### config.mk
export PLATFORM = sky130hd
export DESIGN_NAME = line_rasterizer
export DESIGN_NICKNAME = d
export VERILOG_FILES = /design/src/rtl/avg_pkg.sv /design/src/rtl/bresenham_setup.sv /design/src/rtl/line_rasterizer.sv
export SDC_FILE = /design/constraint.sdc
export NUM_CORES = 1
export LEC_CHECK = 0
export CAP_MARGIN = 30
export CORE_MARGIN = 2
export CORE_UTILIZATION = 61
export CTS_BUF_LIST = sky130_fd_sc_hd__clkbuf_8
export CTS_CLUSTER_DIAMETER = 80
export DETAILED_ROUTE_END_ITERATION = 6
export GPL_ROUTABILITY_DRIVEN = 0
export GPL_TIMING_DRIVEN = 0
export PLACE_DENSITY = 0.82
export SYNTH_ARGS = -nofsm -noshare
export SYNTH_HDL_FRONTEND = slang
export SYNTH_SLANG_ARGS = --single-unit
### constraint.sdc
create_clock -name clk -period 5.5 [get_ports clk]
set_input_delay 1.1 -clock clk [delete_from_list [all_inputs] [get_ports clk]]
set_output_delay 1.1 -clock clk [all_outputs]
set_load 0.05 [all_outputs]
### src/rtl/avg_pkg.sv
// Shared types and screen limits for the AVG line rasterizer path.
// The queue entry layout in line_t matches the line-register queue fields.
package avg_pkg;

  localparam int COORD_W = 11;
  localparam int XMAX    = 639;
  localparam int YMAX    = 479;

  typedef logic [COORD_W-1:0] coord_t;
  typedef logic [2:0]         color_t;

  // dx/dy need one extra bit for the sign; err needs one more for dx+dy.
  typedef logic signed [COORD_W:0]   delta_t;
  typedef logic signed [COORD_W+1:0] err_t;

  typedef struct packed {
    coord_t start_x;
    coord_t start_y;
    coord_t end_x;
    coord_t end_y;
    color_t color;
  } line_t;

  typedef enum logic {
    IDLE = 1'b0,
    DRAW = 1'b1
  } state_t;

endpackage

### src/rtl/bresenham_setup.sv
// Combinational Bresenham setup: per-line deltas, step directions and initial error.
// Shared by the idle load and the zero-bubble back-to-back load.
module bresenham_setup
  import avg_pkg::*;
(
  input  line_t  i_line,
  output delta_t o_dx,
  output delta_t o_dy,
  output logic   o_sx_neg,
  output logic   o_sy_neg,
  output err_t   o_err0
);

  delta_t w_diff_x;
  delta_t w_diff_y;

  // Zero-extended operands keep the difference exact for any 11-bit input.
  assign w_diff_x = $signed({1'b0, i_line.end_x}) - $signed({1'b0, i_line.start_x});
  assign w_diff_y = $signed({1'b0, i_line.end_y}) - $signed({1'b0, i_line.start_y});

  assign o_sx_neg = w_diff_x[COORD_W];
  assign o_sy_neg = w_diff_y[COORD_W];

  assign o_dx = o_sx_neg ? -w_diff_x : w_diff_x;
  assign o_dy = o_sy_neg ? w_diff_y : -w_diff_y;

  assign o_err0 = $signed({o_dx[COORD_W], o_dx}) + $signed({o_dy[COORD_W], o_dy});

endmodule

### src/rtl/line_rasterizer.sv
// Pops line segments from a FWFT queue and emits one Bresenham pixel per cycle,
// suppressing writes for pixels beyond the visible screen.
module line_rasterizer #(
  parameter int COORD_W = avg_pkg::COORD_W,
  parameter int XMAX    = avg_pkg::XMAX,
  parameter int YMAX    = avg_pkg::YMAX
) (
  input  logic               clk,
  input  logic               rst_b,
  input  logic [COORD_W-1:0] q_start_x,
  input  logic [COORD_W-1:0] q_start_y,
  input  logic [COORD_W-1:0] q_end_x,
  input  logic [COORD_W-1:0] q_end_y,
  input  logic [2:0]         q_color,
  input  logic               q_empty,
  output logic               q_read,
  output logic [COORD_W-1:0] pix_x,
  output logic [COORD_W-1:0] pix_y,
  output logic [2:0]         pix_color,
  output logic               pix_we,
  input  logic               pix_ready,
  output logic               busy
);
  import avg_pkg::*;

  localparam coord_t LIM_X = coord_t'(XMAX);
  localparam coord_t LIM_Y = coord_t'(YMAX);
  localparam coord_t C_ONE = coord_t'(1);

  state_t r_state;
  state_t w_state_next;

  coord_t r_x;
  coord_t r_y;
  coord_t r_ex;
  coord_t r_ey;
  color_t r_color;
  delta_t r_dx;
  delta_t r_dy;
  logic   r_sx_neg;
  logic   r_sy_neg;
  err_t   r_err;

  line_t  w_q_line;
  delta_t w_set_dx;
  delta_t w_set_dy;
  logic   w_set_sx_neg;
  logic   w_set_sy_neg;
  err_t   w_set_err0;

  logic   w_visible;
  logic   w_last;
  logic   w_retire;

  logic signed [COORD_W+2:0] w_e2;
  logic signed [COORD_W+2:0] w_dx_ext;
  logic signed [COORD_W+2:0] w_dy_ext;
  logic   w_step_x;
  logic   w_step_y;
  err_t   w_err_next;
  coord_t w_x_next;
  coord_t w_y_next;

  assign w_q_line = {q_start_x, q_start_y, q_end_x, q_end_y, q_color};

  bresenham_setup u_setup (
    .i_line   (w_q_line),
    .o_dx     (w_set_dx),
    .o_dy     (w_set_dy),
    .o_sx_neg (w_set_sx_neg),
    .o_sy_neg (w_set_sy_neg),
    .o_err0   (w_set_err0)
  );

  assign w_visible = (r_x <= LIM_X) && (r_y <= LIM_Y);
  assign w_last    = (r_x == r_ex) && (r_y == r_ey);

  assign pix_x     = r_x;
  assign pix_y     = r_y;
  assign pix_color = r_color;

  // Bresenham step: e2 = 2*err compared against the sign-extended deltas.
  assign w_e2     = {r_err, 1'b0};
  assign w_dx_ext = {{2{r_dx[COORD_W]}}, r_dx};
  assign w_dy_ext = {{2{r_dy[COORD_W]}}, r_dy};
  assign w_step_x = (w_e2 >= w_dy_ext);
  assign w_step_y = (w_e2 <= w_dx_ext);

  always_comb begin
    w_err_next = r_err;
    w_x_next   = r_x;
    w_y_next   = r_y;
    if (w_step_x) begin
      w_err_next = w_err_next + {r_dy[COORD_W], r_dy};
      w_x_next   = r_sx_neg ? (r_x - C_ONE) : (r_x + C_ONE);
    end
    if (w_step_y) begin
      w_err_next = w_err_next + {r_dx[COORD_W], r_dx};
      w_y_next   = r_sy_neg ? (r_y - C_ONE) : (r_y + C_ONE);
    end
  end

  always_ff @(posedge clk or negedge rst_b) begin
    if (!rst_b) begin
      r_state <= IDLE;
    end else begin
      r_state <= w_state_next;
    end
  end

  // Clipped pixels retire at once; visible ones wait for the framebuffer.
  always_comb begin
    w_state_next = r_state;
    q_read       = 1'b0;
    pix_we       = 1'b0;
    busy         = 1'b0;
    w_retire     = 1'b0;
    case (r_state)
      IDLE: begin
        if (!q_empty) begin
          q_read       = 1'b1;
          w_state_next = DRAW;
        end
      end
      DRAW: begin
        busy     = 1'b1;
        pix_we   = w_visible;
        w_retire = !w_visible || pix_ready;
        if (w_retire && w_last) begin
          if (!q_empty) begin
            q_read = 1'b1;
          end else begin
            w_state_next = IDLE;
          end
        end
      end
      default: w_state_next = IDLE;
    endcase
  end

  always_ff @(posedge clk or negedge rst_b) begin
    if (!rst_b) begin
      r_x      <= '0;
      r_y      <= '0;
      r_ex     <= '0;
      r_ey     <= '0;
      r_color  <= '0;
      r_dx     <= '0;
      r_dy     <= '0;
      r_sx_neg <= 1'b0;
      r_sy_neg <= 1'b0;
      r_err    <= '0;
    end else if (q_read) begin
      r_x      <= q_start_x;
      r_y      <= q_start_y;
      r_ex     <= q_end_x;
      r_ey     <= q_end_y;
      r_color  <= q_color;
      r_dx     <= w_set_dx;
      r_dy     <= w_set_dy;
      r_sx_neg <= w_set_sx_neg;
      r_sy_neg <= w_set_sy_neg;
      r_err    <= w_set_err0;
    end else if (w_retire && !w_last) begin
      r_x   <= w_x_next;
      r_y   <= w_y_next;
      r_err <= w_err_next;
    end
  end

endmodule
==> Implementation_results.wiki <==
{| class="wikitable"
! Metric !! Value
|-
| MaxCap Viol Count || 0
|-
| Count of buffers inserted at the top-level ports || 78
|-
| Final count of pins violating max slew || 0
|-
| Vias per cell || 6.03
|-
| Area of the die || 15,100 µm²
|-
| Wire per inst || 17.4 µm
|-
| # setup viols final || 0
|-
| Antenna violations before repair || 0
|-
| Final wirelength || 22,900 µm
|-
| Worst path depth || 19
|-
| Root buf cell || clkbuf_8
|-
| Vias in the first global route || 7,513
|-
| Critical register-to-register path endpoint || r_err[12]
|-
| DR pass1 iterations || 6
|-
| Layout area overhead || 14.6%
|-
| Antenna cell count || 0
|-
| Worst r2r path cells || 20
|-
| Layout filler cell count || 1,107
|-
| Grt total ovfl || 0
|-
| Top cell type by total area after synthesis || dfrtp_1
|-
| Post-synthesis cell count || 1,038
|-
| Detailed Route Iter0 Violations || 492
|-
| Launching element of the worst setup path || q_start_y[5]
|-
| Crit path buffers/inverters || 2
|-
| Sequential Area || 2180 µm²
|-
| Area of the multi-input gates || 6050 µm²
|-
| Post-synthesis cell area || 8620 µm²
|-
| Synth cell types || 85
|-
| Pin count of the biggest net entering global routing || 49
|-
| TritonCTS clock tree || yes
|-
| Average cell area after synthesis || 8.31 µm²
|-
| Clock latency of the later-clocked register in the worst-skew pair || 0.38 ns
|-
| Static leakage || 4.58 nW
|-
| Path class of the lowest-slack min-delay path || reg -> reg
|-
| Final hold viol count || 0
|-
| Startpoint kind of the worst setup timing path || input port
|-
| Maximum fanout encountered on the critical timing path || 10
|-
| Register-to-Register Setup Slack || 0.52 ns
|-
| Worst min-delay path startpoint || r_ex[6]
|-
| Max transition margin || 45.6%
|-
| Total negative setup slack || 0 ns
|-
| Unrepaired setup endpoints after global routing || yes
|-
| Placed wire-length estimate after detailed placement || 18,200 µm
|-
| Type of the setup path with the least slack || in -> reg
|-
| Termination of the worst setup path || r_err[10]
|-
| R2r startpoint || r_dy[11]
|-
| Clock period minus final worst setup slack || 5.35 ns
|-
| Via count || 7,932
|-
| DRC violations left || 0
|-
| Yosys Warn Count || 0
|-
| Pwr/cell area || 512 nW/µm²
|-
| Instance area at placement || 9660 µm²
|-
| Global-route wire length before repair || 36,400 µm
|-
| Starting density of the core || 62.4%
|-
| List of cells traversed by the critical path || clkdlybuf4s50_1 > inv_1 > ha_1 > o21a_1 > o21a_1 > o31a_1 > a41oi_4 > nor2_1 > xnor2_1 > ha_1 > nor2b_1 > o21ai_0 > a21oi_1 > o21ai_0 > a21oi_2 > a31o_2 > a211oi_1 > mux2i_1 > nand3_2
|-
| Top area cells in the synthesized netlist || dfrtp_1 (25%), ha_1 (15%), xnor2_1 (6.9%)
|-
| CTS sink count || 87
|-
| Overall routing resource usage || 31.0%
|-
| Layout cells sized above 1 || 7.75%
|-
| Setup skew after layout || 0.00947 ns
|-
| Proportion of synthesized chip area in sequential cells || 25.2%
|-
| Number of CTS-inserted buffers || 9
|-
| Delay-heaviest family, CP || compound AO/OA/AOI/OAI gates
|-
| Flip-flop and latch count after synthesis || 87
|-
| Number of nets produced by synthesis || 1,200
|-
| Finished layout cell area || 9880 µm²
|-
| Kind of end point of the critical path || flip-flop
|-
| Delay of the slowest cell on the worst path || 0.52 ns
|-
| Proportion of netlist area held by the largest area contributor || 25.2%
|-
| Clk pin slew, worst setup/hold paths || 0.09 ns
|-
| Ports placed on the boundary || 79
|-
| X dimension of the die || 123 µm
|-
| Transition at the pin with the smallest max-transition slack || 0.816 ns
|-
| Peak clock frequency supported by timing || 187 MHz
|-
| Period utilisation layout || 97.2%
|-
| Result of the run || complete, no violations
|-
| Worst vdd ir || 0.412 mV
|-
| CTS H-Tree Depth || 3
|-
| Arrival time of the worst setup path || 5.66 ns
|-
| Area of the core || 13,800 µm²
|-
| ANT nets after route || 0
|-
| Prevailing post-synth register cell || dfrtp_1
|-
| Number of nets in the finished design || 1,293
|-
| Chip height || 123 µm
|-
| Maximum buffer depth of the clock tree || 2
|-
| Cell with the largest stage delay on the worst path || clkdlybuf4s50_1
|-
| Number of synthesized flops with an enable pin || 0
|-
| Number of rows in the core area || 43
|-
| Share of flip-flops with an asynchronous set or reset after synthesis || 100%
|-
| Required @ worst endpoint || 5.81 ns
|}
==> logic make-up after synthesis <==
| group | Yosys count | share of synthesized area, % |
|---|---|---|
| compound gates | 279 | 21.5 |
| fa+ha+maj | 111 | 16.7 |
| simple gates | 327 | 17.9 |
| buf+inv | 111 | 5.09 |
| xor+xnor | 89 | 9.13 |
| mux | 34 | 4.34 |
| flops | 87 | 25.2 |
==> state kept, by name (all words and copies together), names as in the netlist <==
| signal | flops |
|---|---|
| pix_color | 3 |
| pix_x | 11 |
| pix_y | 11 |
| r_dx | 12 |
| r_dy | 12 |
| r_err | 13 |
| r_ex | 11 |
| r_ey | 11 |
| r_state | 1 |
| r_sx_neg | 1 |
| r_sy_neg | 1 |
==> cells in the mapped netlist (all sizes together) (13+ instances only) <==
cell type,instances
nand2,139
dfrtp,87
clkbuf,13
mux2,24
xor2,21
nor2b,14
nand3,17
a21oi,66
nor3,31
nor2,64
xnor2,68
ha,104
inv,84
o21ai,86
a21o,23
buf,14
==> cell usage in the layout (no fill, tap or decap), types with 7 or more instances in the layout <==
cell type        count
mux2i_1             10
nand4_1              9
o21bai_1             7
a221o_1              7
nor2_1              63
fa_1                 7
mux2_2              23
clkbuf_1            13
xnor2_1             68
dfrtp_1             87
clkdlybuf4s50_1     77
nand3_1             16
buf_2               12
o21ai_0             79
a21oi_1             64
a21o_1              23
nand2_1            139
nor2b_1             13
o211ai_1             9
xor2_1              20
nor3_1              30
o21a_1              12
ha_1               104
or3_1                7
clkbuf_8             9
inv_1               84
nand2b_1             9
==> worst register-to-register path, stage by stage (launching register included) <==
cell and delay [ns]:
dfrtp_1 0.37, inv_1 0.10, ha_1 0.28, inv_1 0.06, or3_1 0.33, a211oi_1 0.21, o21ai_0 0.13, o21ai_2 0.62
buf_4 0.33, mux2i_1 0.31, inv_1 0.10, fa_1 0.43, nand2b_1 0.18, a21oi_1 0.29, o211ai_1 0.20, a31oi_1 0.23
xnor2_1 0.15, nand2_1 0.08, xor2_1 0.19, a22oi_1 0.17, o211ai_1 0.10
==> per-layer routing <==
layer	vias up	global-route usage [%]	part of all wire, %
li1	3866	-	-
met1	3729	41.7	44
met2	274	51.0	47
met3	63	3.74	6.3
met4	0	12.6	3.3
met5	-	0	0
==> how the worst min path moves through the flow <==
stage	to	slack, ns	depth (start not counted)
after floorplan	r_ex[10]	0.47	2
after global placement	r_ex[6]	0.48	2
after detailed placement	r_ex[6]	0.48	2
after CTS	r_ex[6]	0.51	2
after global routing	r_ex[4]	0.53	2
final	r_ex[6]	0.51	2
==> timing repair <==
item,in CTS,in global routing
hold buffers,0,0
buffers inserted,0,3
gates resized for setup,0,5
endpoints found under the setup margin,0,7
endpoints found under the hold margin,0,0
==> layout make-up <==
cell class              count  area share, %
plain buffers              27           1.25
well taps                 180           2.28
flip-flops and latches     87           22.0
inverters                  84           3.19
clock inverters             7          0.418
repair buffers             82           8.38
multi-input cells         840           61.2
clock buffers               9           1.25
==> through the flow <==
| step | utilization, % | worst slack (ns) | hold WS, ns | power, mW | std cells |
|---|---|---|---|---|---|
| 2_1_floorplan | - | 0.920 | 0.467 | 3.76 | 1038 |
| 3_3_place_gp | 69.6 | -0.236 | 0.479 | 4.49 | 1296 |
| 3_5_place_dp | 69.8 | -0.291 | 0.485 | 4.59 | 1297 |
| 4_1_cts | 71.0 | 0.0727 | 0.506 | 5.01 | 1313 |
| 5_1_grt | 71.5 | -0.0947 | 0.526 | 5.50 | 1316 |
| 6_report | 71.5 | 0.155 | 0.507 | 5.06 | 1316 |
==> where the power goes <==
group / internal (mW) / switching [mW]
Clock: 0.160 / 0.243
Sequential: 0.781 / 0.207
Combinational: 1.64 / 2.02
Total: 2.59 / 2.47
(Power assumes the default switching activity.)
